`src/rtl/gate_pkg.sv`:
```
// Shared types and constants for the noise gate: envelope states, switch
// thresholds and the gain format.
package gate_pkg;

  typedef enum logic [1:0] {
    CLOSED  = 2'd0,
    ATTACK  = 2'd1,
    OPEN    = 2'd2,
    RELEASE = 2'd3
  } gate_state_t;

  localparam int GAIN_W = 5;
  localparam logic [GAIN_W-1:0] GAIN_UNITY = 5'd16;

  localparam logic [10:0] THR_LOW  = 11'd64;
  localparam logic [10:0] THR_MID  = 11'd128;
  localparam logic [10:0] THR_HIGH = 11'd256;

  function automatic logic [10:0] threshold_of(input logic [1:0] amount);
    case (amount)
      2'b01:   return THR_LOW;
      2'b10:   return THR_MID;
      2'b11:   return THR_HIGH;
      default: return 11'd0;
    endcase
  endfunction

endpackage

```
`src/rtl/noise_gate_envelope.sv`:
```
// Gate envelope: state machine, hold/release counters and the 0..16 gain,
// advanced once per accepted sample.
module noise_gate_envelope
  import gate_pkg::*;
#(
  parameter int HOLD_SAMPLES = 1200,
  parameter int RELEASE_DIV  = 64
) (
  input  logic              clock,
  input  logic              reset,
  input  logic              valid,
  input  logic              above,
  input  logic              bypass,
  output logic [GAIN_W-1:0] gain,
  output logic              gate_open
);

  localparam int HW = $clog2(HOLD_SAMPLES + 1);
  localparam int RW = $clog2(RELEASE_DIV + 1);
  localparam logic [HW-1:0] HOLD_LOAD = HW'(HOLD_SAMPLES);
  localparam logic [RW-1:0] REL_LOAD  = RW'(RELEASE_DIV);

  gate_state_t   state;
  logic [HW-1:0] hold_cnt;
  logic [RW-1:0] rel_cnt;

  always_ff @(posedge clock) begin
    if (reset) begin
      state     <= CLOSED;
      gain      <= '0;
      hold_cnt  <= '0;
      rel_cnt   <= '0;
      gate_open <= 1'b0;
    end else if (valid) begin
      if (bypass) begin
        state     <= OPEN;
        gain      <= GAIN_UNITY;
        hold_cnt  <= HOLD_LOAD;
        gate_open <= 1'b1;
      end else begin
        case (state)
          CLOSED: begin
            // The opening sample already gets the first attack step.
            if (above) begin
              state     <= ATTACK;
              gain      <= 5'd1;
              hold_cnt  <= HOLD_LOAD;
              gate_open <= 1'b1;
            end
          end
          ATTACK: begin
            if (above) hold_cnt <= HOLD_LOAD;
            if (gain >= GAIN_UNITY - 5'd1) begin
              gain  <= GAIN_UNITY;
              state <= OPEN;
            end else begin
              gain <= gain + 5'd1;
            end
          end
          OPEN: begin
            if (above) begin
              hold_cnt <= HOLD_LOAD;
            end else if (hold_cnt <= HW'(1)) begin
              hold_cnt <= '0;
              rel_cnt  <= REL_LOAD;
              state    <= RELEASE;
            end else begin
              hold_cnt <= hold_cnt - HW'(1);
            end
          end
          RELEASE: begin
            // Re-attack continues from the current gain to avoid a step.
            if (above) begin
              hold_cnt <= HOLD_LOAD;
              state    <= ATTACK;
            end else if (rel_cnt <= RW'(1)) begin
              rel_cnt <= REL_LOAD;
              gain    <= gain - 5'd1;
              if (gain <= 5'd1) begin
                state     <= CLOSED;
                rel_cnt   <= '0;
                gate_open <= 1'b0;
              end
            end else begin
              rel_cnt <= rel_cnt - RW'(1);
            end
          end
          default: begin
            state     <= CLOSED;
            gain      <= '0;
            gate_open <= 1'b0;
          end
        endcase
      end
    end
  end

endmodule

```
`src/rtl/noise_gate_module.sv`:
```
// Downward expander / noise gate on signed 12-bit samples with a ready/done
// handshake and two cycles of latency.
module noise_gate_module
  import gate_pkg::*;
#(
  parameter int SAMPLING_RATE = 24000,
  parameter int HOLD_MS       = 50,
  parameter int RELEASE_DIV   = 64
) (
  input  logic        clock,
  input  logic        reset,
  input  logic        ready,
  input  logic [11:0] incoming_sample,
  input  logic [1:0]  gate_amount,
  output logic [11:0] modified_sample,
  output logic        done,
  output logic        gate_open
);

  localparam int HOLD_SAMPLES = SAMPLING_RATE * HOLD_MS / 1000;

  logic [10:0]        mag;
  logic               above;
  logic               bypass;
  logic [GAIN_W-1:0]  gain;
  logic [11:0]        sample_q;
  logic               valid_q;
  logic signed [15:0] product;
  logic signed [11:0] scaled;

  // -2048 has no positive twin, so its magnitude saturates to 2047.
  always_comb begin
    if (!incoming_sample[11]) begin
      mag = incoming_sample[10:0];
    end else if (incoming_sample == 12'h800) begin
      mag = 11'h7FF;
    end else begin
      mag = ~incoming_sample[10:0] + 11'd1;
    end
  end

  assign bypass = (gate_amount == 2'b00);
  assign above  = (mag >= threshold_of(gate_amount));

  noise_gate_envelope #(
    .HOLD_SAMPLES(HOLD_SAMPLES),
    .RELEASE_DIV (RELEASE_DIV)
  ) u_envelope (
    .clock    (clock),
    .reset    (reset),
    .valid    (ready),
    .above    (above),
    .bypass   (bypass),
    .gain     (gain),
    .gate_open(gate_open)
  );

  always_ff @(posedge clock) begin
    if (reset) begin
      valid_q  <= 1'b0;
      sample_q <= '0;
    end else begin
      valid_q <= ready;
      if (ready) sample_q <= incoming_sample;
    end
  end

  // Gain register already holds this sample's update; the shift floors.
  assign product = $signed({{4{sample_q[11]}}, sample_q}) * $signed({11'd0, gain});
  assign scaled  = 12'(product >>> 4);

  always_ff @(posedge clock) begin
    if (reset) begin
      done            <= 1'b0;
      modified_sample <= '0;
    end else begin
      done <= valid_q;
      if (valid_q) modified_sample <= scaled;
    end
  end

endmodule

```
`config.mk`:
```
export PLATFORM = sky130hd
export DESIGN_NAME = noise_gate_module
export DESIGN_NICKNAME = d
export VERILOG_FILES = /design/src/rtl/gate_pkg.sv /design/src/rtl/noise_gate_envelope.sv /design/src/rtl/noise_gate_module.sv
export SDC_FILE = /design/constraint.sdc
export NUM_CORES = 1
export LEC_CHECK = 0
export ABC_AREA = 1
export ABC_CLOCK_PERIOD_IN_PS = 6400
export BUFFER_PORTS_ARGS = -buffer_cell sky130_fd_sc_hd__buf_2
export CORE_MARGIN = 2
export CORE_UTILIZATION = 45
export DETAILED_ROUTE_END_ITERATION = 10
export GPL_ROUTABILITY_DRIVEN = 0
export GPL_TIMING_DRIVEN = 0
export PLACE_DENSITY = 0.66
export SYNTH_ARGS = -nofsm -noshare
export SYNTH_HDL_FRONTEND = slang
export SYNTH_SLANG_ARGS = --single-unit
```
`constraint.sdc`:
```
create_clock -name clock -period 6.4 [get_ports clock]
set_input_delay 0.64 -clock clock [delete_from_list [all_inputs] [get_ports clock]]
set_output_delay 0.64 -clock clock [all_outputs]
set_load 0.05 [all_outputs]
```
After elaboration in Yosys (flattened, before gate mapping) --
Cells that the tools add are included.
Storage, ports and cells: register bits 52, latch bits 0, memory bits (writable) 0, memory bits (read-only) 0, input port bits 17, memories 0
Cells by class: add/subtract/negate cells 5, $mul 1, div/mod/pow operators 0, $lt $le $gt $ge 5, equal/unequal tests 20, shift-type cells 0, muxes and demuxes 35, bitwise operators 2, reductions and logical operators 11
Operator list (number):
- $mux W11 | 6
- $mux W7 | 5
- $pmux W9 S3 | 1
- $mux W5 | 5
- $pmux W11 S2 | 1
- $mul A12 B6 Y16 | 1
- $mux W2 | 8
- $pmux W5 S3 | 1
- $pmux W7 S2 | 1
- $eq A12 B12 Y1 const B | 1
- $ne A3 B2 Y1 const B | 4
- $reduce_and A6 Y1 | 2
- $add A11 B1 Y11 const B | 1
- $ge A11 B11 Y1 | 1
- $le A11 B1 Y1 const B | 1
- $not A11 Y11 | 1
- $sub A11 B1 Y11 const B | 1
- $ne A3 B3 Y1 const B | 3
- $eq A2 B2 Y1 const B | 4
- $ne A4 B3 Y1 const B | 2
- $pmux W2 S4 | 1
- $le A7 B1 Y1 const B | 1
- $reduce_and A7 Y1 | 1
- $sub A7 B1 Y7 const B | 1
- other kinds (18) | 25

Depth between registers and ports, before layout --
depth after elaboration 8, gate-level depth with buffers 24, depth with buffers taken out 24

By module --
A second synthesis with hierarchy kept.
Unflattened totals: cell total of the unflattened synthesis 826, area, all modules 5383.9 sq um
By module, submodules not included:
- noise_gate_module | times used 1, cells each 540, area each 3457.1 sq um
- noise_gate_envelope | times used 1, cells each 286, area each 1926.8 sq um

Worst setup path before layout --
OpenSTA, ideal clock, no wires.
kind reg2reg, start register u_envelope.gain[2], end register modified_sample[9], data arrival time 3.902 ns, data required time 6.342 ns, setup slack 2.440 ns, cell stages (with the launch flop) 22, path buffers 2, path through dfxtp_1 clkbuf_1 clkbuf_1 nand2_1 inv_1 fa_1 inv_1 fa_1 fa_1 inv_1 ha_1 inv_1 o21bai_1 a21oi_1 nor2_1 nor2_1 nor2_1 o21ai_0 inv_1 o21ai_0 o211ai_1 inv_1
On the way: longest elaborated chain between the ends 1
RTL lines:
- start: declaration | line noise_gate_envelope.sv:14 | output logic [GAIN_W-1:0] gain,
- start signal: assignment | line noise_gate_envelope.sv:57 | gain <= gain + 5'd1;
- start signal: assignment | line noise_gate_envelope.sv:78 | gain <= gain - 5'd1;
- $mul A12 B6 Y16 | line noise_gate_module.sv:69 | assign product = $signed({{4{sample_q[11]}}, sample_q}) * $signed({11'd0, gain});
- end signal: assignment | line noise_gate_module.sv:78 | if (valid_q) modified_sample <= scaled;
- end: declaration | line noise_gate_module.sv:15 | output logic [11:0] modified_sample,
No other way between the ends. A chain may end at the register's enable or synchronous reset.

Worst setup path in the final report --
Ends and elaborated chain as after synthesis.

==> metrics <==
CTS tree=done; Crit. End Element=register; vias per cell=4.76; Post-CTS Resized=0; initial antenna violation count=0; die height=roughly 110 um; FF-to-FF path depth=21; final setup TNS=0 ns; postcts setup bufs=0; PwrDens=slightly below 200 mW/mm2; crit path time final=4.61 ns; vias in the first global route=4493; Compound-Gate Fraction of Synth Area=0.0991; IO Pins=31; synth-to-layout area growth=8.76%; Clock Latency Late Sink=0.30 ns; Worst Path Max Fanout=10; 1st-iter DRT viols=297; min-delay src=u_envelope.hold_cnt[10]$_SDFFE_PP0P_; final worst path period share=0.720; post-synth top area share=0.200; Post-Syn Area=between 0.005 and 0.006 mm2; Synth Warn #=0; post-synthesis adder-cell area fraction=0.231; Hold Crit Depth=2; HPWL after detailed placement=9.13 mm; FF-to-FF setup slack=approximately 1.8 ns; critical path startpoint=u_envelope.gain[2]$_SDFFE_PP0P_; Final ANT Viol Nets=0; XOR/XNOR Fraction of Synth Area=0.0504; Worst Tran Pin Value=0.565 ns; top post-synthesis cells by area=dfxtp_1, fa_1, inv_1; critical path data required time=around 6.7 ns; clock sink total=52; syn_area_per_cell=about 6.6 um2; Slew HR=0.623; Leak=3.32 nW; I/O Buffers=28; kind of critical path=register to register; via count=4612; CTS Buffer Depth=2; antenna fix cells=0; Synth Area in Simple Gates=0.270; area of the die=0.0125 mm2; clock root cell=clkbuf_16; final setup vio count=0; CP Launch Type=register; RR Startpoint=u_envelope.gain[2]$_SDFFE_PP0P_; CORE AREA=0.0114 mm2; DR WL/cell=11.7 um; total power=1.09 mW; DRT Pass-1 Iters=4; Total GRT Usage=0.196; hold buffer count at CTS=0; Starting Density=0.458; Yosys cell types=38; DIE WIDTH=112 um; final hold vios=0; Congestion Overflow GR=0; worst vdd ir=0.140 mV; ys async rst share=0; skew final=0.00491 ns; post-synth net total=883; first-pass GRT wire length=20.4 mm; post-synthesis sequential area ratio=0.200; largest family of logic cells by synthesized area=simple AND/OR/NAND/NOR gates; Cells after Synth=790; # rows=39; Clock transition at path regs=0.07 ns; status=completed; post-route DRC violation count=0; WHS Endpoint=u_envelope.hold_cnt[10]$_SDFFE_PP0P_; Layout Nets=918; Yosys reg bits=52; total of max-cap violations=0; post-synthesis mux area share=0; Post-synth top flop=dfxtp_1; Yosys top cell by area=dfxtp_1; largest net degree at the start of global routing=16; share of cells above drive strength 1=0.0788; worst reg2reg endpoint=modified_sample[9]$_SDFFE_PP0P_; CP arrival=4.86 ns; total wire length=11.3 mm; fin. max-slew vios=0; H-tree Lvls=2; min-delay worst type=register to register; number of flops mapped to enable cells by yosys=0; Fmax achieved=217 MHz; total CTS buffers=5; RSZ-0062 raised after global routing=false
==> cell type report <==
cell class	instances	area, um2
Buffer	19	92.6
Tap cell	143	179
Timing Repair Buffer	28	140
Fill cell	1229	5700
Multi-Input combinational cell	536	3390
Sequential cell	52	1040
Clock inverter	2	12.5
Inverter	183	687
Clock buffer	5	125
==> kinds of logic after synthesis <==
family                   Yosys count
AND/OR/NAND/NOR                  336
XOR/XNOR                          30
adder cells (fa/ha/maj)           76
buffers and inverters            202
AO/OA/AOI/OAI                     94
flip-flops                        52
==> cells in the mapped netlist (2+ instances only) <==
| cell | instances |
|---|---|
| nand2_2 | 7 |
| o21ai_1 | 5 |
| o22ai_1 | 2 |
| xnor2_1 | 7 |
| xor2_1 | 23 |
| o21ai_0 | 42 |
| nor2_1 | 97 |
| a21oi_2 | 2 |
| nand2_1 | 174 |
| ha_1 | 42 |
| nor2_2 | 5 |
| buf_6 | 2 |
| nand4_1 | 9 |
| nand3_1 | 29 |
| a21oi_1 | 31 |
| nor3_1 | 9 |
| inv_1 | 178 |
| inv_2 | 5 |
| o211ai_1 | 2 |
| nor2_4 | 2 |
| clkbuf_1 | 11 |
| buf_2 | 2 |
| fa_1 | 34 |
| buf_1 | 3 |
| o21bai_1 | 3 |
| dfxtp_1 | 52 |
==> metrics by stage <==
| stage | util | setup slack [ns] | area (um2) | cells | hold WS (ns) |
|---|---|---|---|---|---|
| floorplan | - | 2.44 | 5210 | 790 | 0.468 |
| global placement | 0.487 | 1.88 | 5530 | 961 | 0.481 |
| detailed placement | 0.487 | 1.84 | 5530 | 961 | 0.482 |
| CTS | 0.499 | 1.80 | 5670 | 968 | 0.502 |
| global route | 0.499 | 1.27 | 5670 | 968 | 0.519 |
| finish | 0.499 | 1.79 | 5670 | 968 | 0.501 |
==> placed cells by master (no fill, tap or decap), types with 2 or more instances in the layout <==
cell / instances
nand4_1: 9
o21ai_0: 42
buf_1: 3
nor2_2: 5
o21ai_1: 5
fa_1: 34
nor2_4: 2
nand2_2: 7
nand2_1: 174
o21bai_1: 3
xor2_1: 23
o211ai_1: 2
nor2_1: 97
inv_2: 5
buf_2: 30
nor3_1: 9
o22ai_1: 2
clkbuf_1: 11
dfxtp_1: 52
buf_6: 2
nand3_1: 29
inv_1: 178
xnor2_1: 7
clkbuf_16: 5
a21oi_1: 31
a21oi_2: 2
ha_1: 42
==> metal layers <==
metal | vias up | GRT usage | wire length (um)
met3 | 5 | 0.0338 | 328
met1 | 2111 | 0.264 | 5600
met2 | 36 | 0.334 | 5330
li1 | 2460 | - | -
met5 | - | 0 | 0
met4 | 0 | 0.0346 | 80
==> critical path, cell delays in order (launching register included) <==
cell      delay [ns]
dfxtp_1         0.33
clkbuf_1        0.40
clkbuf_1        0.45
nand2_1         0.09
inv_1           0.10
fa_1            0.38
inv_1           0.08
fa_1            0.43
fa_1            0.54
inv_1           0.05
ha_1            0.33
inv_1           0.11
o21bai_1        0.07
a21oi_1         0.33
nor2_1          0.08
nor2_1          0.17
nor2_1          0.07
o21ai_0         0.14
inv_1           0.05
o21ai_0         0.16
o211ai_1        0.11
inv_1           0.07
==> flip-flops by register name, indices dropped and copies added (netlist names) <==
| signal | flops |
|---|---|
| modified_sample | 12 |
| sample_q | 12 |
| u_envelope.hold_cnt | 11 |
| u_envelope.rel_cnt | 7 |
| u_envelope.gain | 5 |
| u_envelope.state | 2 |
| done | 1 |
| u_envelope.gate_open | 1 |
| valid_q | 1 |
==> how the worst max path moves through the flow <==
stage	end	slack, ns	cells after the start
final	modified_sample[9]$_SDFFE_PP0P_	1.79	21
after detailed placement	modified_sample[9]$_SDFFE_PP0P_	1.84	21
after global routing	modified_sample[9]$_SDFFE_PP0P_	1.27	21
after CTS	modified_sample[9]$_SDFFE_PP0P_	1.80	21
after floorplan	modified_sample[9]$_SDFFE_PP0P_	2.44	21
after global placement	modified_sample[9]$_SDFFE_PP0P_	1.88	21
==> where the power goes <==
group	switching (mW)	internal (mW)
Combinational	0.291	0.154
Clock	0.125	0.142
Sequential	0.0292	0.350
No activity file was read; power rests on OpenSTA's default activity.
